===== config.mk =====
export PLATFORM = sky130hd
export DESIGN_NAME = icache_tag_ctrl
export DESIGN_NICKNAME = d
export VERILOG_FILES = /design/src/rtl/icache_tag_ctrl.sv
export SDC_FILE = /design/constraint.sdc
export NUM_CORES = 1
export LEC_CHECK = 0
export BUFFER_PORTS_ARGS = -buffer_cell sky130_fd_sc_hd__buf_4
export CELL_PAD_IN_SITES_DETAIL_PLACEMENT = 1
export CELL_PAD_IN_SITES_GLOBAL_PLACEMENT = 1
export CORE_ASPECT_RATIO = 1.2
export CORE_MARGIN = 2
export CORE_UTILIZATION = 39
export CTS_CLUSTER_SIZE = 30
export DETAILED_ROUTE_END_ITERATION = 8
export PLACE_DENSITY = 0.95
export SLEW_MARGIN = 20
export SYNTH_ARGS = -nofsm -noshare
export SYNTH_HDL_FRONTEND = slang
export SYNTH_SLANG_ARGS = --single-unit

===== constraint.sdc =====
create_clock -name clk -period 3.6 [get_ports clk]
set_clock_uncertainty 0.1 [all_clocks]
set_input_delay 1.08 -clock clk [delete_from_list [all_inputs] [get_ports clk]]
set_output_delay 1.08 -clock clk [all_outputs]
set_load 0.03 [all_outputs]

===== src/rtl/icache_tag_ctrl.sv =====
// rtl/icache_tag_ctrl.sv - I-cache tag RAM controller: invalidate sweep, tag lookups and line-fill tag writes
module icache_tag_ctrl #(
    parameter int ADDR_WIDTH   = 32,
    parameter int INDEX_WIDTH  = 8,
    parameter int OFFSET_WIDTH = 4
) (
    input  logic                                          clk,
    input  logic                                          rst_n,
    input  logic                                          flush_req,
    output logic                                          init_done,
    input  logic                                          lkp_valid,
    output logic                                          lkp_ready,
    input  logic [ADDR_WIDTH-1:0]                         lkp_addr,
    output logic                                          rsp_valid,
    input  logic                                          rsp_ready,
    output logic                                          rsp_hit,
    output logic [INDEX_WIDTH-1:0]                        rsp_index,
    input  logic                                          fill_valid,
    output logic                                          fill_ready,
    input  logic [ADDR_WIDTH-1:0]                         fill_addr,
    output logic                                          tag_wr_en,
    output logic [INDEX_WIDTH-1:0]                        tag_wr_addr,
    output logic [ADDR_WIDTH-INDEX_WIDTH-OFFSET_WIDTH:0]  tag_wr_data,
    output logic [INDEX_WIDTH-1:0]                        tag_rd_addr,
    input  logic [ADDR_WIDTH-INDEX_WIDTH-OFFSET_WIDTH:0]  tag_rd_data
);
    localparam int TAG_WIDTH = ADDR_WIDTH - INDEX_WIDTH - OFFSET_WIDTH;
    localparam int TAG_LSB   = INDEX_WIDTH + OFFSET_WIDTH;

    typedef enum logic [2:0] {
        S_INIT,
        S_IDLE,
        S_WR,
        S_RD,
        S_RSP
    } state_t;

    state_t                   state, state_d;
    logic [INDEX_WIDTH-1:0]   cnt, cnt_d;
    logic                     flush_pend, flush_pend_d;
    logic                     init_done_d;
    logic                     wr_en_d;
    logic [INDEX_WIDTH-1:0]   wr_addr_d;
    logic [TAG_WIDTH:0]       wr_data_d;
    logic [TAG_WIDTH-1:0]     lat_tag, lat_tag_d;
    logic [INDEX_WIDTH-1:0]   lat_index, lat_index_d;
    logic                     rsp_valid_d;
    logic                     rsp_hit_d;

    logic [TAG_WIDTH-1:0]     lkp_tag, fill_tag;
    logic [INDEX_WIDTH-1:0]   lkp_index, fill_index;
    logic                     unused_offset_bits;

    assign lkp_tag    = lkp_addr[ADDR_WIDTH-1:TAG_LSB];
    assign lkp_index  = lkp_addr[OFFSET_WIDTH +: INDEX_WIDTH];
    assign fill_tag   = fill_addr[ADDR_WIDTH-1:TAG_LSB];
    assign fill_index = fill_addr[OFFSET_WIDTH +: INDEX_WIDTH];
    assign unused_offset_bits = ^{lkp_addr[OFFSET_WIDTH-1:0], fill_addr[OFFSET_WIDTH-1:0]};

    // The responded index is the one latched at lookup acceptance; it is stable through RD and RSP.
    assign rsp_index = lat_index;

    // Next-state and handshake decode; RAM write port values are computed here and registered below.
    always_comb begin
        state_d      = state;
        cnt_d        = cnt;
        flush_pend_d = flush_pend | flush_req;
        init_done_d  = init_done;
        wr_en_d      = 1'b0;
        wr_addr_d    = tag_wr_addr;
        wr_data_d    = tag_wr_data;
        lat_tag_d    = lat_tag;
        lat_index_d  = lat_index;
        rsp_valid_d  = rsp_valid;
        rsp_hit_d    = rsp_hit;
        lkp_ready    = 1'b0;
        fill_ready   = 1'b0;
        tag_rd_addr  = lat_index;

        case (state)
            S_INIT: begin
                // A flush arriving mid-sweep simply restarts the sweep, so it is absorbed here.
                flush_pend_d = 1'b0;
                if (flush_req) begin
                    wr_en_d   = 1'b1;
                    wr_addr_d = '0;
                    wr_data_d = '0;
                    cnt_d     = INDEX_WIDTH'(1);
                end else if (tag_wr_en && (tag_wr_addr == {INDEX_WIDTH{1'b1}})) begin
                    // Last index is on the write port this cycle: stop without a wrap write.
                    state_d     = S_IDLE;
                    init_done_d = 1'b1;
                end else begin
                    wr_en_d   = 1'b1;
                    wr_addr_d = cnt;
                    wr_data_d = '0;
                    cnt_d     = cnt + INDEX_WIDTH'(1);
                end
            end
            S_IDLE: begin
                tag_rd_addr = lkp_index;
                if (flush_pend) begin
                    flush_pend_d = 1'b0;
                    init_done_d  = 1'b0;
                    cnt_d        = '0;
                    state_d      = S_INIT;
                end else begin
                    fill_ready = 1'b1;
                    lkp_ready  = ~fill_valid;
                    if (fill_valid) begin
                        wr_en_d   = 1'b1;
                        wr_addr_d = fill_index;
                        wr_data_d = {1'b1, fill_tag};
                        state_d   = S_WR;
                    end else if (lkp_valid) begin
                        lat_tag_d   = lkp_tag;
                        lat_index_d = lkp_index;
                        state_d     = S_RD;
                    end
                end
            end
            S_WR: begin
                state_d = S_IDLE;
            end
            S_RD: begin
                rsp_hit_d   = tag_rd_data[TAG_WIDTH] & (tag_rd_data[TAG_WIDTH-1:0] == lat_tag);
                rsp_valid_d = 1'b1;
                state_d     = S_RSP;
            end
            S_RSP: begin
                if (rsp_ready) begin
                    rsp_valid_d = 1'b0;
                    state_d     = S_IDLE;
                end
            end
            default: begin
                state_d = S_INIT;
                cnt_d   = '0;
            end
        endcase
    end

    // State, sweep counter, latched lookup and registered RAM write port.
    always_ff @(posedge clk or negedge rst_n) begin
        if (!rst_n) begin
            state       <= S_INIT;
            cnt         <= '0;
            flush_pend  <= 1'b0;
            init_done   <= 1'b0;
            tag_wr_en   <= 1'b0;
            tag_wr_addr <= '0;
            tag_wr_data <= '0;
            lat_tag     <= '0;
            lat_index   <= '0;
            rsp_valid   <= 1'b0;
            rsp_hit     <= 1'b0;
        end else begin
            state       <= state_d;
            cnt         <= cnt_d;
            flush_pend  <= flush_pend_d;
            init_done   <= init_done_d;
            tag_wr_en   <= wr_en_d;
            tag_wr_addr <= wr_addr_d;
            tag_wr_data <= wr_data_d;
            lat_tag     <= lat_tag_d;
            lat_index   <= lat_index_d;
            rsp_valid   <= rsp_valid_d;
            rsp_hit     <= rsp_hit_d;
        end
    end
endmodule


==> results.yml <==
routing:
  drt-vias-per-instance: 5.174
  wl_mm: 9.330
  vias: 2768
  drt_iter0_drc: 112
  ant_nets: 0
  drcViolationCount: 0
  drtPass1Iterations: 4
  wire_per_inst_microns: 17.44
cts:
  post_cts_buffers: 0
  cts-root-buf: "clkbuf_8"
  clk_latency_ps: 350
  hold_buffers: 0
  cts_buffers: 9
  cts_tree: "done"
  cts_max_level: 3
  clkSlewWorstSetupHoldPaths_ps: 80
  ctsResizeCount: 0
  cts_buffer_depth: 2
  clock_sinks: 73
worst_setup_path:
  crit_arrival_ps: 2080
  start_kind: "register"
  worst-setup-path-type: "register to primary output"
  crit_path_max_fanout: 12
  required_ps: 2420
  end_kind: "primary output"
status:
  outcome: "finished clean"
synthesis:
  synth_top_area_share_pct: 53.78
  synth_seq_cells: 73
  synth_top_cell_by_area: "dfrtp_1"
  synthTopCellsByCount: "73 x dfrtp_1, 23 x mux2_2, 21 x nand2_1"
  netlist_area_sq_um: 3397
  syn_inst: 279
  yosysWarnings: 0
  synth_fp_nets: 371
  post_synth_num_cell_types: 41
  async_reset_ff_share_pct: 100.0
  syn_avg_cell_area_sq_um: 12.18
  synth-main-ff-cell: "dfrtp_1"
  synth.most_common_cell: "dfrtp_1"
  synth_edf_count: 0
  ys_seq_area_share_pct: 53.78
  synth_area_leaders: "dfrtp_1 54%, mux2_2 7.6%, mux2_1 6.6%"
power:
  power_density_nw_per_um2: 818.1
  ir_drop_v: 0.0005372
  leakage_nw: 2.333
worst_hold_path:
  holdCritPathClass: "register to register"
floorplanning:
  io_pins: 142
  die_h_microns: 106.2
  core-area_sq_um: 8518
  die_area_sq_um: 9476
  rows: 37
  die_w_microns: 89.20
  start_util_pct: 39.88
sta:
  finalWorstSetupSlack_ps: 337.6
  relSlewSlack_pct: 38.13
  worst_pin_slew_ps: 928.1
  drv_slew: 0
  rsz0062_at_grt: "false"
  finalHoldViolCount: 0
  setup_viol: 0
  fin_tns_setup_ps: 0
  fin_crit_ps: 3262
  fin_crit_sh_pct: 90.62
  fmax_ghz: 0.3065
global_routing:
  track_usage_pct: 20.83
  grt_pass1_wl_mm: 15.01
  antenna_found_initial: 0
  grt_start_max_net_pins: 74
  grt-ovfl-total: 0
  grt_pass1_vias: 3046
cells_and_area:
  diodes: 0
  num-nets-final: 505
  layout-drive-gt1-share_pct: 44.02
  area_growth_pct: 38.64
  final_area_sq_um: 4710
  nFillCells: 950
run:
  max_cap_viol_count: 0
placed_design:
  dpl-instance-area_sq_um: 4492
  dpl_worst_slack_ps: 681.3
  gp_congestion: 0.8219
  port_buffers: 133
  dp_hpwl_mm: 7.058
==> state kept, by name, indices dropped and copies added (netlist names), 3 cells and up <==
| name | flops |
|---|---|
| tag_wr_data | 21 |
| state | 3 |
| rsp_index | 8 |
| tag_wr_addr | 8 |
| cnt | 8 |
| lat_tag | 20 |
==> cells by family after synthesis <==
group                    Yosys count  synth area share (%)
multiplexers                      44                 14.55
flip-flops                        73                 53.78
buffers and inverters             20                 3.020
AO/OA/AOI/OAI                     56                 11.86
AND/OR/NAND/NOR                   65                 11.27
XOR/XNOR                          20                 5.157
adder cells (fa/ha/maj)            1                0.3683
==> metal layers <==
| layer | global-route usage [%] | vias up | wire, microns |
|---|---|---|---|
| met2 | 36.08 | 99 | 5013 |
| met5 | 0 | - | 0 |
| met3 | 6.832 | 13 | 609 |
| met1 | 24.01 | 1370 | 3577 |
| li1 | - | 1286 | - |
| met4 | 6.290 | 0 | 129 |
==> layout make-up <==
cell class / instances / area, sq um / share of cell area (%)
well taps: 117 / 146.4 / 3.108
clock buffers: 9 / 123.9 / 2.630
inverters: 6 / 22.52 / 0.4782
repair buffers: 137 / 1028 / 21.84
multi-input cells: 186 / 1468 / 31.16
clock inverters: 7 / 93.84 / 1.993
flip-flops and latches: 73 / 1827 / 38.79
==> layout by cell type (no fill, tap or decap), drive strengths merged, types with 2 or more instances in the layout <==
cell type | netlist | routed
or3 | 3 | 3
nand4 | 4 | 4
clkinv | 0 | 2
inv | 6 | 7
a31oi | 9 | 9
o21a | 2 | 2
nor4 | 7 | 7
o21ai | 8 | 8
nand2b | 3 | 3
o211ai | 2 | 2
dfrtp | 73 | 73
nand3 | 4 | 4
mux2 | 43 | 43
nor3b | 2 | 2
a22o | 20 | 20
bufinv | 0 | 2
nand3b | 2 | 2
buf | 10 | 137
nor3 | 5 | 5
a21oi | 9 | 9
clkinvlp | 0 | 2
clkbuf | 4 | 9
and3 | 2 | 2
and2 | 2 | 2
o31ai | 2 | 2
nand2 | 22 | 22
xor2 | 19 | 19
nor2 | 7 | 7
==> per-stage QoR <==
step,hold WS (ps),util (%),instances,power [mW]
finish,408.7,55.29,535,3.853
floorplan,364.4,-,279,2.519
detailed placement,386.5,52.73,519,3.168
CTS,413.2,55.29,535,3.894
global route,422.5,55.29,535,4.096
global placement,368.8,52.73,519,3.076
==> critical path, stage by stage (launching register included) <==
cell	delay [ps]
dfrtp_1	540
nor3b_4	600
mux2_2	420
buf_4	170
==> power breakdown <==
group / internal, mW / switching (mW)
combinational: 0.777 / 1.01
sequential: 1.11 / 0.248
clock: 0.390 / 0.320
total: 2.27 / 1.58
==> worst paths after layout <==
path,cells past startpoint,endpoint,slack (ps),start
setup / recovery,3,tag_rd_addr[4],340,state[2]
hold / removal,1,tag_wr_data[17],410,tag_wr_data[17]
setup reg to reg,4,rsp_index[7],1200,state[2]
hold reg to reg,1,tag_wr_data[17],410,tag_wr_data[17]
max in group asynchronous,1,rsp_index[4],2030,rst_n
min in group asynchronous,1,lat_tag[4],730,rst_n
(Power assumes the default switching activity.)
